===== config.mk =====
export PLATFORM = sky130hd
export DESIGN_NAME = proximity_alarm
export DESIGN_NICKNAME = d
export VERILOG_FILES = /design/src/rtl/proximity_pkg.sv /design/src/rtl/proximity_alarm_beep_gen.sv /design/src/rtl/proximity_alarm.sv
export SDC_FILE = /design/constraint.sdc
export NUM_CORES = 1
export LEC_CHECK = 0
export CAP_MARGIN = 20
export CORE_ASPECT_RATIO = 1.2
export CORE_MARGIN = 1.5
export CORE_UTILIZATION = 25
export CTS_CLUSTER_DIAMETER = 60
export CTS_CLUSTER_SIZE = 10
export DETAILED_ROUTE_END_ITERATION = 10
export HOLD_SLACK_MARGIN = 0.08
export PLACE_DENSITY_LB_ADDON = 0.08
export RECOVER_POWER = 25
export SLEW_MARGIN = 20
export SYNTH_ARGS = -nofsm -noshare
export SYNTH_HDL_FRONTEND = slang
export SYNTH_SLANG_ARGS = --single-unit

===== constraint.sdc =====
create_clock -name clock -period 2.31 [get_ports clock]
set_input_delay 0.693 -clock clock [delete_from_list [all_inputs] [get_ports clock]]
set_output_delay 0.693 -clock clock [all_outputs]
set_load 0.02 [all_outputs]

===== src/rtl/proximity_pkg.sv =====
// Shared types and constants for the proximity alarm: zone and beep-state
// encodings plus the distance saturation value and width.
package proximity_pkg;

  localparam int unsigned MAX_CM = 400;
  localparam int          DIST_W = 9;

  typedef enum logic [1:0] {
    FAR  = 2'd0,
    WARN = 2'd1,
    NEAR = 2'd2,
    CRIT = 2'd3
  } zone_t;

  typedef enum logic [1:0] {
    IDLE = 2'd0,
    ON   = 2'd1,
    OFF  = 2'd2
  } beep_state_t;

endpackage


===== src/rtl/proximity_alarm_beep_gen.sv =====
// Beep cadence generator: turns the confirmed zone into a gated square wave
// for the piezo. Any zone change restarts the pattern from its beginning.
module beep_gen
  import proximity_pkg::*;
#(
  parameter int TONE_HALF   = 12500,
  parameter int ON_CYC      = 5_000_000,
  parameter int WARN_PERIOD = 25_000_000,
  parameter int NEAR_PERIOD = 12_500_000
) (
  input  logic  clock,
  input  logic  RESET,
  input  zone_t zone,
  output logic  buzz_out
);

  beep_state_t state, state_nxt;
  zone_t       zone_q;
  logic [31:0] phase_cnt;
  logic [31:0] tone_cnt;
  logic [31:0] off_len;
  logic        restart;

  assign off_len = (zone == WARN) ? 32'(WARN_PERIOD - ON_CYC)
                                  : 32'(NEAR_PERIOD - ON_CYC);

  always_comb begin
    state_nxt = state;
    restart   = 1'b0;
    if (zone != zone_q) begin
      restart   = 1'b1;
      state_nxt = (zone == FAR) ? IDLE : ON;
    end else begin
      case (state)
        IDLE: if (zone != FAR) begin
          restart   = 1'b1;
          state_nxt = ON;
        end
        // CRIT never leaves ON; the other beeping zones alternate ON/OFF
        ON:  if (zone != CRIT && phase_cnt == 32'(ON_CYC - 1)) state_nxt = OFF;
        OFF: if (phase_cnt == off_len - 32'd1) state_nxt = ON;
        default: state_nxt = IDLE;
      endcase
    end
  end

  always_ff @(posedge clock) begin
    if (!RESET) begin
      state     <= IDLE;
      zone_q    <= FAR;
      phase_cnt <= '0;
      tone_cnt  <= '0;
      buzz_out  <= 1'b0;
    end else begin
      state  <= state_nxt;
      zone_q <= zone;
      if (restart || state_nxt != state) phase_cnt <= '0;
      else                               phase_cnt <= phase_cnt + 32'd1;
      // Tone runs only while staying in ON; every ON entry starts low
      if (state_nxt == ON && state == ON && !restart) begin
        if (tone_cnt == 32'(TONE_HALF - 1)) begin
          tone_cnt <= '0;
          buzz_out <= ~buzz_out;
        end else begin
          tone_cnt <= tone_cnt + 32'd1;
        end
      end else begin
        tone_cnt <= '0;
        buzz_out <= 1'b0;
      end
    end
  end

endmodule


===== src/rtl/proximity_alarm.sv =====
// Proximity alarm: saturates and averages range samples, confirms alert
// zones, drives the LED bar and the beep generator, and flags a stale sensor.
module proximity_alarm
  import proximity_pkg::*;
#(
  parameter int FAR_CM      = 100,
  parameter int WARN_CM     = 50,
  parameter int CRIT_CM     = 20,
  parameter int TONE_HALF   = 12500,
  parameter int ON_CYC      = 5_000_000,
  parameter int WARN_PERIOD = 25_000_000,
  parameter int NEAR_PERIOD = 12_500_000,
  parameter int STALE_CYC   = 10_000_000
) (
  input  logic              clock,
  input  logic              RESET,
  input  logic [31:0]       dist_cm,
  input  logic              dist_valid,
  output logic              buzz_out,
  output logic [9:0]        LEDR,
  output logic [1:0]        zone,
  output logic [DIST_W-1:0] avg_cm,
  output logic              stale
);

  localparam logic [10:0] FILL_SUM = 11'(4 * MAX_CM);

  function automatic logic [DIST_W-1:0] sat_dist(input logic [31:0] d);
    return (d > 32'(MAX_CM)) ? DIST_W'(MAX_CM) : d[DIST_W-1:0];
  endfunction

  function automatic zone_t classify(input logic [DIST_W-1:0] a);
    if (int'(a) >= FAR_CM)  return FAR;
    if (int'(a) >= WARN_CM) return WARN;
    if (int'(a) >= CRIT_CM) return NEAR;
    return CRIT;
  endfunction

  function automatic logic [9:0] bar_graph(input logic [DIST_W-1:0] a);
    logic [9:0] b;
    for (int i = 0; i < 10; i++) b[i] = (int'(a) < 40 * (i + 1));
    return b;
  endfunction

  logic [DIST_W-1:0] sample_p0;
  logic              vld_p0;
  logic [DIST_W-1:0] smp_p1 [4];
  logic [10:0]       sum_p1;
  logic [10:0]       sum_nxt;
  logic              vld_p1;
  zone_t             zone_p2;
  zone_t             cand_p2;
  zone_t             new_cand;
  logic [31:0]       idle_cnt;
  logic              stale_set;

  assign stale_set = !dist_valid && (idle_cnt == 32'(STALE_CYC - 1));
  assign sum_nxt   = sum_p1 + {2'b00, sample_p0} - {2'b00, smp_p1[3]};
  assign new_cand  = classify(avg_cm);
  assign zone      = zone_p2;

  // Stage 0: capture saturated sample
  always_ff @(posedge clock) begin
    if (!RESET) vld_p0 <= 1'b0;
    else        vld_p0 <= dist_valid;
    sample_p0 <= sat_dist(dist_cm);
  end

  // Stage 1: shift buffer and running sum; stale refills with MAX_CM
  always_ff @(posedge clock) begin
    if (!RESET) vld_p1 <= 1'b0;
    else        vld_p1 <= vld_p0;
    if (!RESET || stale_set) begin
      for (int i = 0; i < 4; i++) smp_p1[i] <= DIST_W'(MAX_CM);
      sum_p1 <= FILL_SUM;
      avg_cm <= DIST_W'(MAX_CM);
    end else if (vld_p0) begin
      smp_p1[0] <= sample_p0;
      for (int i = 1; i < 4; i++) smp_p1[i] <= smp_p1[i-1];
      sum_p1 <= sum_nxt;
      avg_cm <= sum_nxt[10:2];
    end
  end

  // Stage 2: zone confirmation and LED bar
  always_ff @(posedge clock) begin
    if (!RESET || stale_set) begin
      zone_p2 <= FAR;
      cand_p2 <= FAR;
      LEDR    <= '0;
    end else if (vld_p1) begin
      LEDR <= bar_graph(avg_cm);
      if (new_cand == zone_p2) begin
        cand_p2 <= zone_p2;
      end else if (new_cand == CRIT || new_cand == cand_p2) begin
        zone_p2 <= new_cand;
        cand_p2 <= new_cand;
      end else begin
        cand_p2 <= new_cand;
      end
    end
  end

  // Idle counter saturates at STALE_CYC; a strobe always wins over stale
  always_ff @(posedge clock) begin
    if (!RESET) begin
      idle_cnt <= '0;
      stale    <= 1'b0;
    end else if (dist_valid) begin
      idle_cnt <= '0;
      stale    <= 1'b0;
    end else if (idle_cnt != 32'(STALE_CYC)) begin
      idle_cnt <= idle_cnt + 32'd1;
      if (stale_set) stale <= 1'b1;
    end
  end

  beep_gen #(
    .TONE_HALF  (TONE_HALF),
    .ON_CYC     (ON_CYC),
    .WARN_PERIOD(WARN_PERIOD),
    .NEAR_PERIOD(NEAR_PERIOD)
  ) u_beep (
    .clock   (clock),
    .RESET   (RESET),
    .zone    (zone_p2),
    .buzz_out(buzz_out)
  );

endmodule


# Word level (Yosys, flattened, before mapping)
# Memories as Yosys holds them, arrays and structs flattened.
# Index checks and enable logic that the tools add are counted.
[classes]
n_addsub = 6
magnitude_cmp = 14
n_eq_ne = 15
n_mux = 32
n_bitwise = 8
n_reduce_logical = 19
[ops]
columns = ["cell", "count"]
rows = [
  ["$add A32 B1 Y32 const B", 3],
  ["$lt A9 B9 Y1 const B", 4],
  ["$mux W9", 4],
  ["$eq A32 B14 Y1 const B", 1],
  ["$eq A32 B23 Y1 const B", 1],
  ["$eq A32 B24 Y1 const B", 1],
  ["$eq A32 B32 Y1", 1],
  ["$gt A32 B9 Y1 const B", 1],
  ["$ne A32 B24 Y1 const B", 1],
  ["$sub A32 B1 Y32 const B", 1],
  ["$lt A9 B8 Y1 const B", 3],
  ["$mux W25", 1],
  ["$mux W2", 11],
  ["$lt A9 B7 Y1 const B", 2],
  ["$mux W1", 15],
  ["$add A11 B9 Y11", 1],
  ["$sub A11 B9 Y11", 1],
  ["$ge A9 B5 Y1 const B", 1],
  ["$ge A9 B6 Y1 const B", 1],
  ["$ge A9 B7 Y1 const B", 1],
  ["$lt A9 B6 Y1 const B", 1],
  ["$eq A2 B1 Y1 const B", 3],
  ["$pmux W2 S3", 1],
  ["$eq A2 B2 Y1", 2],
  ["14 further kinds", 32],
]
[word_totals]
regBits = 147
mem_bits_rw = 36
inputBits = 35
out_inout_bits = 23
elab_cells = 110
mem_count = 1
[mem_list]
columns = ["memory", "words", "word_bits", "read_ports", "rd_ports_with_merged_regs", "write_ports", "line_no", "text"]
rows = [
  ["smp_p1", 4, 9, 4, 0, 4, "proximity_alarm.sv:47", "logic [DIST_W-1:0] smp_p1 [4];"],
]

# Logic depth before layout (Yosys ltp)
# Gate-level depths: netlist of run 1.
[logic_depth]
word_depth = 12
mapped_depth = 12
depth_no_buf = 12

# Cells and area by module
# From an unflattened synthesis of run 1, not the netlist that was laid out.
[hier_totals]
hier_cells = 938
hier_area_um2 = 8610.8
[modules_own_cells]
columns = ["module", "instances", "cells_per_inst", "area_each_um2", "seq_area_each_um2"]
rows = [
  ["proximity_alarm", 1, 535, 5163.7, 2462.4],
  ["beep_gen", 1, 403, 3447.1, 1381.3],
]

# Worst setup path before layout of run 1
# OpenSTA, ideal clock, no wires.
[synth_path]
path_type = "register to register"
from = "register, netlist name avg_cm[0]"
to = "register avg_cm[8]"
setup_ns = 0.126
arrival_time_ns = 2.256
required_time_ns = 2.184
setup_slack_ns = -0.072
path_stages_with_launch = 11
path_buffers = 0
synth_period_minus_slack_ns = 2.382
path_cell_list = "dfxtp_1 -> inv_1 -> fa_1 -> inv_1 -> ha_1 -> nor2b_1 -> o31ai_1 -> a21oi_1 -> o21ai_0 -> xnor2_1 -> a2bb2oi_1"
[synth_lines]
columns = ["element", "line_no", "text"]
rows = [
  ["end signal: assignment", "proximity_alarm.sv:76", "avg_cm <= DIST_W'(MAX_CM);"],
  ["end signal: assignment", "proximity_alarm.sv:81", "avg_cm <= sum_nxt[10:2];"],
  ["end: declaration", "proximity_alarm.sv:22", "output logic [DIST_W-1:0] avg_cm,"],
]

# Worst setup path after layout of run 1
[layout_path]
from = "register sample_p0[1]"
to = "register avg_cm[5]"
[layout_via]
elab_chain_cells = 2
[layout_rtl]
columns = ["element", "line_no", "text"]
rows = [
  ["start: declaration", "proximity_alarm.sv:45", "logic [DIST_W-1:0] sample_p0;"],
  ["start signal: assignment", "proximity_alarm.sv:66", "sample_p0 <= sat_dist(dist_cm);"],
  ["$add A11 B9 Y11", "proximity_alarm.sv:58", "assign sum_nxt = sum_p1 + {2'b00, sample_p0} - {2'b00, smp_p1[3]};"],
  ["$sub A11 B9 Y11", "proximity_alarm.sv:58", ""],
]
# No other way between the ends.
# A chain may end at the register's enable or synchronous reset.

==> results.sh, run 1 <==
export IMPL_status="finished with violations"
export IMPL_violations="setup timing"
export IMPL_routedWlPerCell_um=13.2
export IMPL_clockPowerShare_pct=41.0
export IMPL_yosysTopAreaCell="dfxtp_1"
export IMPL_r2r_start="sample_p0[1]$_SDFF_PN0_"
export IMPL_fin_setup_tns_ns=-0.00576
export IMPL_p_switching_mw=1.81
export IMPL_fin_skew_ns=0.0119
export IMPL_reg2reg_depth=11
export IMPL_power_combinational_fraction_pct=13.3
export IMPL_grt_pass1_vias=6321
export IMPL_dp_cells=1432
export IMPL_dp_hpwl_um=14100
export IMPL_via_per_inst=4.30
export IMPL_grt_antenna_before_repair=0
export IMPL_synthFlopType="dfxtp_1"
export IMPL_wl_um=19400
export IMPL_slew_violations=0
export IMPL_cts_tree="built"
export IMPL_grt_usage_pct=11.9
export IMPL_dr_pass1_iters=4
export IMPL_r2r_setup_slack_ns=-0.006
export IMPL_num_nets_final=1066
export IMPL_clock_sinks=174
export IMPL_cts_buffers_inserted=17
export IMPL_synthCells=903
export IMPL_ant_nets=0
export IMPL_p_per_area_nw_per_um2=673
export IMPL_dr_total_vias=6299
export IMPL_hold_path_class="reg -> reg"
export IMPL_io_buffers=57
export IMPL_worstPathMaxFanout=3
export IMPL_drv_cap=0
export IMPL_synth_cell_type_count=59
export IMPL_synth_nets=966
export IMPL_static_leakage_power_nw=3.61
export IMPL_drive_gt1_share_pct=13.0
export IMPL_holdBufCountCts=0
export IMPL_fin_cells=1466
export IMPL_max_freq_mhz=432
export IMPL_tightestPinTransition_ns=0.712
export IMPL_drc=0
export IMPL_syn_to_final_growth_pct=24.9
export IMPL_synth_seq_cells=174
export IMPL_worstPathRequired_ns=2.62
export IMPL_rsz0062_at_grt="true"
export IMPL_setup_viol=1
export IMPL_die_area_um2=34400
export IMPL_grt_pass1_wl_um=32400
export IMPL_drtIter0Drc=302
export IMPL_final_util_pct=31.6
export IMPL_syn_cell_area_um2=8330
export IMPL_arrival_ns=2.62
export IMPL_crit_path_start_kind="flip-flop"
export IMPL_pin_count=58
export IMPL_clockBufferDepth=2
export IMPL_seqPwrFrac_pct=45.7
export IMPL_finalWorstSetupSlack_ns=-0.00576
export IMPL_finalHoldViolations=0
export IMPL_clkTransAtPathRegs_ns=0.07
export IMPL_cts_root_buf="clkbuf_16"
export IMPL_min_from="u_beep.tone_cnt[0]$_SDFF_PP0_"
export IMPL_clk_latency_ns=0.43
export IMPL_htreeDepth=4
export IMPL_relSlewSlack_pct=52.5
export IMPL_fin_area_um2=10400
export IMPL_die_y_um=203
export IMPL_fin_crit_sh_pct=100
export IMPL_synth_top_area_share_pct=33.2
export IMPL_synth_seq_area_share_pct=46.1
export IMPL_crit_type="reg -> reg"
export IMPL_cp_startpoint="sample_p0[1]$_SDFF_PN0_"
export IMPL_timing_rr_end="avg_cm[5]$_SDFFE_PP0P_"
export IMPL_syn_mean_instance_area_um2=9.23
export IMPL_synth_edf_count=36
export IMPL_die_x_um=170
export IMPL_end_kind="flip-flop"
export IMPL_rows=73
export IMPL_yosys_warnings=0
export IMPL_endpoint="avg_cm[5]$_SDFFE_PP0P_"
export IMPL_synthArstFlopShare_pct=0
export IMPL_overflow=0
export IMPL_synth_area_top_cells="dfxtp_1 (33%), edfxtp_1 (13%), nor2_1 (6.3%), xor2_1 (5.7%), xnor2_1 (4.0%)"
export IMPL_antenna_cells=0
export IMPL_switching_share_pct=25.9
export IMPL_vdd_drop_max_mv=0.481
export IMPL_dpl_instance_area_um2=9770
export IMPL_p_int_mw=5.19
export IMPL_core_area_um2=33000
export IMPL_initial_core_util_pct=25.3
export IMPL_routabilityCongestion=0.761
export IMPL_p_total_mw=7.00
export IMPL_grt_max_degree=34
export IMPL_fin_crit_ns=2.32
[synth_stat cells, types with 5 or more instances]
library cell and number:
nor2_1 140, dfxtp_1 138, nand2_1 57, inv_1 56
xor2_1 54, nand3_1 38, xnor2_1 38, and2_1 36
edfxtp_1 36, nand4_1 27, a21oi_1 24, o21ai_0 24
nand2b_1 21, ha_1 19, nor3_1 19, clkbuf_1 17
nor4_1 16, or3_1 14, and3_1 13, mux2i_1 12
buf_4 11, fa_1 9, buf_6 7, nor4b_1 7
a211oi_1 5, a31oi_1 5, nor2b_1 5
[what timing repair did]
action / CTS / global route
buffers inserted: 1 / 2
setup endpoints to repair: 11 / 7
pin swaps: 9 / 19
gates resized for setup: 22 / 20
[state kept, by name (all words and copies together) (netlist names)]
register,count
smp_p1,36
idle_cnt,32
u_beep.phase_cnt,32
u_beep.tone_cnt,32
LEDR,10
avg_cm,9
sample_p0,9
cand_p2,2
sum_p1,2
u_beep.state,2
u_beep.zone_q,2
zone,2
stale,1
u_beep.buzz_out,1
vld_p0,1
vld_p1,1
[metrics by stage]
step	worst slack, ns	hold WS, ns
2_1_floorplan	0.00146	0.426
3_3_place_gp	-0.155	0.445
3_5_place_dp	-0.197	0.451
4_1_cts	-0.0314	0.468
5_1_grt	-0.143	0.483
6_report	-0.00576	0.462
[layout make-up]
type                       count  area [um^2]
sequential                   174         3850
clock buffer                  21          470
tap                          450          563
inverter                      56          210
fill                        3482        22600
multi-input combinational    636         4150
clock inverter                11          108
timing repair buffer         118         1050
[worst min path at each step]
stage                                                to  slack, ns  cells past startpoint
after floorplan           u_beep.tone_cnt[0]$_SDFF_PP0_       0.43                      1
after global placement    u_beep.tone_cnt[0]$_SDFF_PP0_       0.44                      1
after detailed placement  u_beep.tone_cnt[0]$_SDFF_PP0_       0.45                      1
after CTS                 u_beep.tone_cnt[0]$_SDFF_PP0_       0.47                      1
after global routing      u_beep.tone_cnt[0]$_SDFF_PP0_       0.48                      1
final                     u_beep.tone_cnt[0]$_SDFF_PP0_       0.46                      1
[metal layers]
layer / vias up / GRT usage, % / wire length (um)
met5: - / 0 / 0
met4: 0 / 4.14 / 250
met3: 14 / 2.75 / 583
met2: 77 / 20.2 / 9290
met1: 2941 / 14.8 / 9290
li1: 3267 / - / -
[logic make-up (layout without fill, tap and decap cells)]
group | count (synthesis) | after routing | share of synthesized area, %
buffers and inverters | 93 | 206 | 5.35
XOR/XNOR | 92 | 92 | 9.67
AND/OR/NAND/NOR | 418 | 418 | 25.8
AO/OA/AOI/OAI | 86 | 86 | 6.55
flip-flops | 174 | 174 | 46.1
adder cells (fa/ha/maj) | 28 | 28 | 5.02
multiplexers | 12 | 12 | 1.44
[worst max-delay path, stage by stage (launching register included)]
cell      delay (ns)
dfxtp_2         0.34
inv_2           0.04
fa_1            0.59
inv_2           0.06
ha_4            0.23
a211oi_4        0.24
o211ai_1        0.15
a21oi_2         0.19
buf_4           0.13
xnor2_1         0.05
mux2i_1         0.13
nor2_1          0.05
[placed cells by master, fill, tap and decap left out, types with 8 or more instances in the layout]
| cell type | netlist | final |
|---|---|---|
| nor3_1 | 19 | 18 |
| nand2_1 | 57 | 57 |
| inv_2 | 0 | 9 |
| nor4_1 | 16 | 16 |
| nand2b_1 | 21 | 21 |
| xor2_1 | 54 | 54 |
| clkbuf_16 | 0 | 17 |
| fa_1 | 9 | 8 |
| inv_1 | 56 | 47 |
| nand4_1 | 27 | 27 |
| buf_4 | 11 | 50 |
| edfxtp_1 | 36 | 36 |
| mux2i_1 | 12 | 12 |
| xnor2_1 | 38 | 38 |
| a21oi_1 | 24 | 22 |
| and2_1 | 36 | 31 |
| or3_1 | 14 | 14 |
| dfxtp_1 | 138 | 131 |
| o21ai_0 | 24 | 19 |
| nand3_1 | 38 | 38 |
| ha_1 | 19 | 15 |
| and3_1 | 13 | 13 |
| nor2_1 | 140 | 140 |
| clkdlybuf4s50_1 | 0 | 49 |
[power by group through the flow]
stage / clock (mW) / sequential, mW / combinational [mW]
5_1_grt: 3.11 / 3.21 / 1.04
3_5_place_dp: 0 / 3.27 / 0.880
4_1_cts: 3.00 / 3.20 / 0.935
6_report: 2.87 / 3.20 / 0.931
3_3_place_gp: 0 / 3.27 / 0.884
2_1_floorplan: 0 / 3.27 / 0.510
No activity file was read; power rests on OpenSTA's default activity.
==> inputs of run 2 (changes only) <==
Settings changed: CAP_MARGIN 20 to not set.
==> results of run 2 <==
The final DEF is identical to that of run 1; final timing and power are the same.
==> inputs of run 3 (changes only) <==
Settings changed: SLEW_MARGIN 20 to not set.
Clock period 2.31 ns to 3 ns, I/O delays scaled along.
==> run 3 against run 2 <==
The run now ends clean; power decreased by 25%; die area did not move; largest cell class unchanged; sequential share of layout area is 1.6 points higher; final area shrank 4.4%; clock skew fell by 0.0027 ns; largest power group unchanged; sequential power down 23%.
==> results.sh, run 3 (synthesized netlist as in run 1, its figures left out) <==
export IMPL_status="finished, final reports clean"
export IMPL_die_x_um=170
export IMPL_antenna_cells=0
export IMPL_crit_type="reg -> reg"
export IMPL_overflow=0
export IMPL_fin_setup_tns_ns=0
export IMPL_holdBufCountCts=0
export IMPL_fill_cells=3501
export IMPL_die_area_um2=34400
export IMPL_dr_total_vias=6156
export IMPL_clock_sinks=174
export IMPL_critPathSlowestCell="fa_1"
export IMPL_clk_latency_ns=0.44
export IMPL_path_buf_inv=2
export IMPL_largest_register="smp_p1"
export IMPL_cp_cell_sequence="inv_1 > fa_1 > inv_1 > ha_1 > o21ai_0 > nor2_1 > a21oi_1 > o21ai_0 > xnor2_1 > a2bb2oi_1"
export IMPL_initial_core_util_pct=25.3
export IMPL_drive_gt1_share_pct=5.45
export IMPL_rsz0062_at_grt="false"
export IMPL_grt_usage_pct=11.7
export IMPL_p_total_mw=5.28
export IMPL_fin_skew_ns=0.00919
export IMPL_rows=73
export IMPL_grt_max_degree=41
export IMPL_cts_root_buf="clkbuf_16"
export IMPL_cts_buffers_inserted=17
export IMPL_vdd_drop_max_mv=0.393
export IMPL_r2r_setup_slack_ns=0.28
export IMPL_routedWlPerCell_um=13.1
export IMPL_finalHoldViolations=0
export IMPL_grt_antenna_before_repair=0
export IMPL_grt_pass1_vias=6075
export IMPL_drv_cap=0
export IMPL_tightestPinTransition_ns=1.08
export IMPL_cp_top_family="adder cells"
export IMPL_p_per_area_nw_per_um2=531
export IMPL_relSlewSlack_pct=27.8
export IMPL_cts_tree="built"
export IMPL_core_area_um2=33000
export IMPL_slew_violations=0
export IMPL_htreeDepth=4
export IMPL_io_buffers=57
export IMPL_largest_reg_flops=36
export IMPL_crit_path_start_kind="flip-flop"
export IMPL_layout_commonest_cell="nor2_1"
export IMPL_setup_viol=0
export IMPL_cp_slowest_stage_delay_ns=0.58
export IMPL_ant_nets=0
export IMPL_fin_crit_sh_pct=90.6
export IMPL_pin_count=58
export IMPL_num_nets_final=1024
export IMPL_drtIter0Drc=321
export IMPL_clockBufferDepth=2
export IMPL_routabilityCongestion=0.750
export IMPL_reg2reg_depth=10
export IMPL_hold_end="u_beep.tone_cnt[0]$_SDFF_PP0_"
export IMPL_cts_resized=0
export IMPL_worstPathRequired_ns=3.32
export IMPL_min_from="u_beep.tone_cnt[0]$_SDFF_PP0_"
export IMPL_arrival_ns=3.04
export IMPL_max_freq_mhz=368
export IMPL_clkTransAtPathRegs_ns=0.06
export IMPL_hold_path_class="reg -> reg"
export IMPL_min_path_cells=1
export IMPL_fin_crit_ns=2.72
export IMPL_worstPathMaxFanout=7
export IMPL_syn_to_final_growth_pct=19.3
export IMPL_layout_common_cells="nor2_1 (140), dfxtp_1 (138), nand2_1 (57)"
export IMPL_dp_hpwl_um=13200
export IMPL_via_per_inst=4.33
export IMPL_r2r_start="avg_cm[3]$_SDFFE_PP0P_"
export IMPL_wl_um=18700
export IMPL_grt_pass1_wl_um=31500
export IMPL_end_kind="flip-flop"
export IMPL_die_y_um=203
export IMPL_post_cts_setup_buffers=0
export IMPL_timing_rr_end="avg_cm[7]$_SDFFE_PP1P_"
export IMPL_drc=0
export IMPL_static_leakage_power_nw=3.38
export IMPL_dr_pass1_iters=4
run 3: area by class of cell:
cell class,instances,area [um^2],share of cell area (%)
Clock buffer,23,489,4.92
Clock inverter,7,86.3,0.868
Inverter,56,210,2.11
Multi-Input combinational cell,636,4030,40.5
Sequential cell,174,3840,38.7
Tap cell,450,563,5.66
Timing Repair Buffer,76,721,7.25
run 3: worst max-delay path by stage:
stage / to / start / slack [ns] / depth (start not counted)
after detailed placement: avg_cm[7]$_SDFFE_PP1P_ / avg_cm[3]$_SDFFE_PP0P_ / 0.27 / 10
after global placement: avg_cm[7]$_SDFFE_PP1P_ / avg_cm[3]$_SDFFE_PP0P_ / 0.28 / 10
after global routing: avg_cm[7]$_SDFFE_PP1P_ / avg_cm[3]$_SDFFE_PP0P_ / 0.12 / 10
final: avg_cm[7]$_SDFFE_PP1P_ / avg_cm[3]$_SDFFE_PP0P_ / 0.28 / 10
after CTS: avg_cm[7]$_SDFFE_PP1P_ / avg_cm[3]$_SDFFE_PP0P_ / 0.25 / 10
after floorplan: avg_cm[8]$_SDFFE_PP1P_ / avg_cm[0]$_SDFFE_PP0P_ / 0.62 / 10
run 3: power by group:
part	total, mW	leakage, nW	internal [mW]	switching, mW
clock network	2.25	0.288	1.31	0.941
logic	0.558	1.63	0.251	0.307
registers	2.48	1.47	2.43	0.0411
run 3: metrics by stage:
stage / cell area, um^2 / util (%) / hold slack (ns) / instances / setup slack, ns
2_1_floorplan: 8330 / - / 0.426 / 903 / 0.618
3_3_place_gp: 9400 / 28.5 / 0.447 / 1392 / 0.276
3_5_place_dp: 9400 / 28.5 / 0.453 / 1392 / 0.268
4_1_cts: 9980 / 30.3 / 0.465 / 1422 / 0.253
5_1_grt: 9940 / 30.2 / 0.510 / 1422 / 0.121
6_report: 9940 / 30.2 / 0.467 / 1422 / 0.282
run 3: routing by layer:
| metal | part of all wire (%) | track usage (%) | routed length [um] |
|---|---|---|---|
| met1 | 48 | 14.6 | 9000 |
| met3 | 2.9 | 2.50 | 546 |
| met4 | 2.1 | 5.31 | 385 |
| met5 | 0 | 0 | 0 |
| met2 | 47 | 19.1 | 8730 |
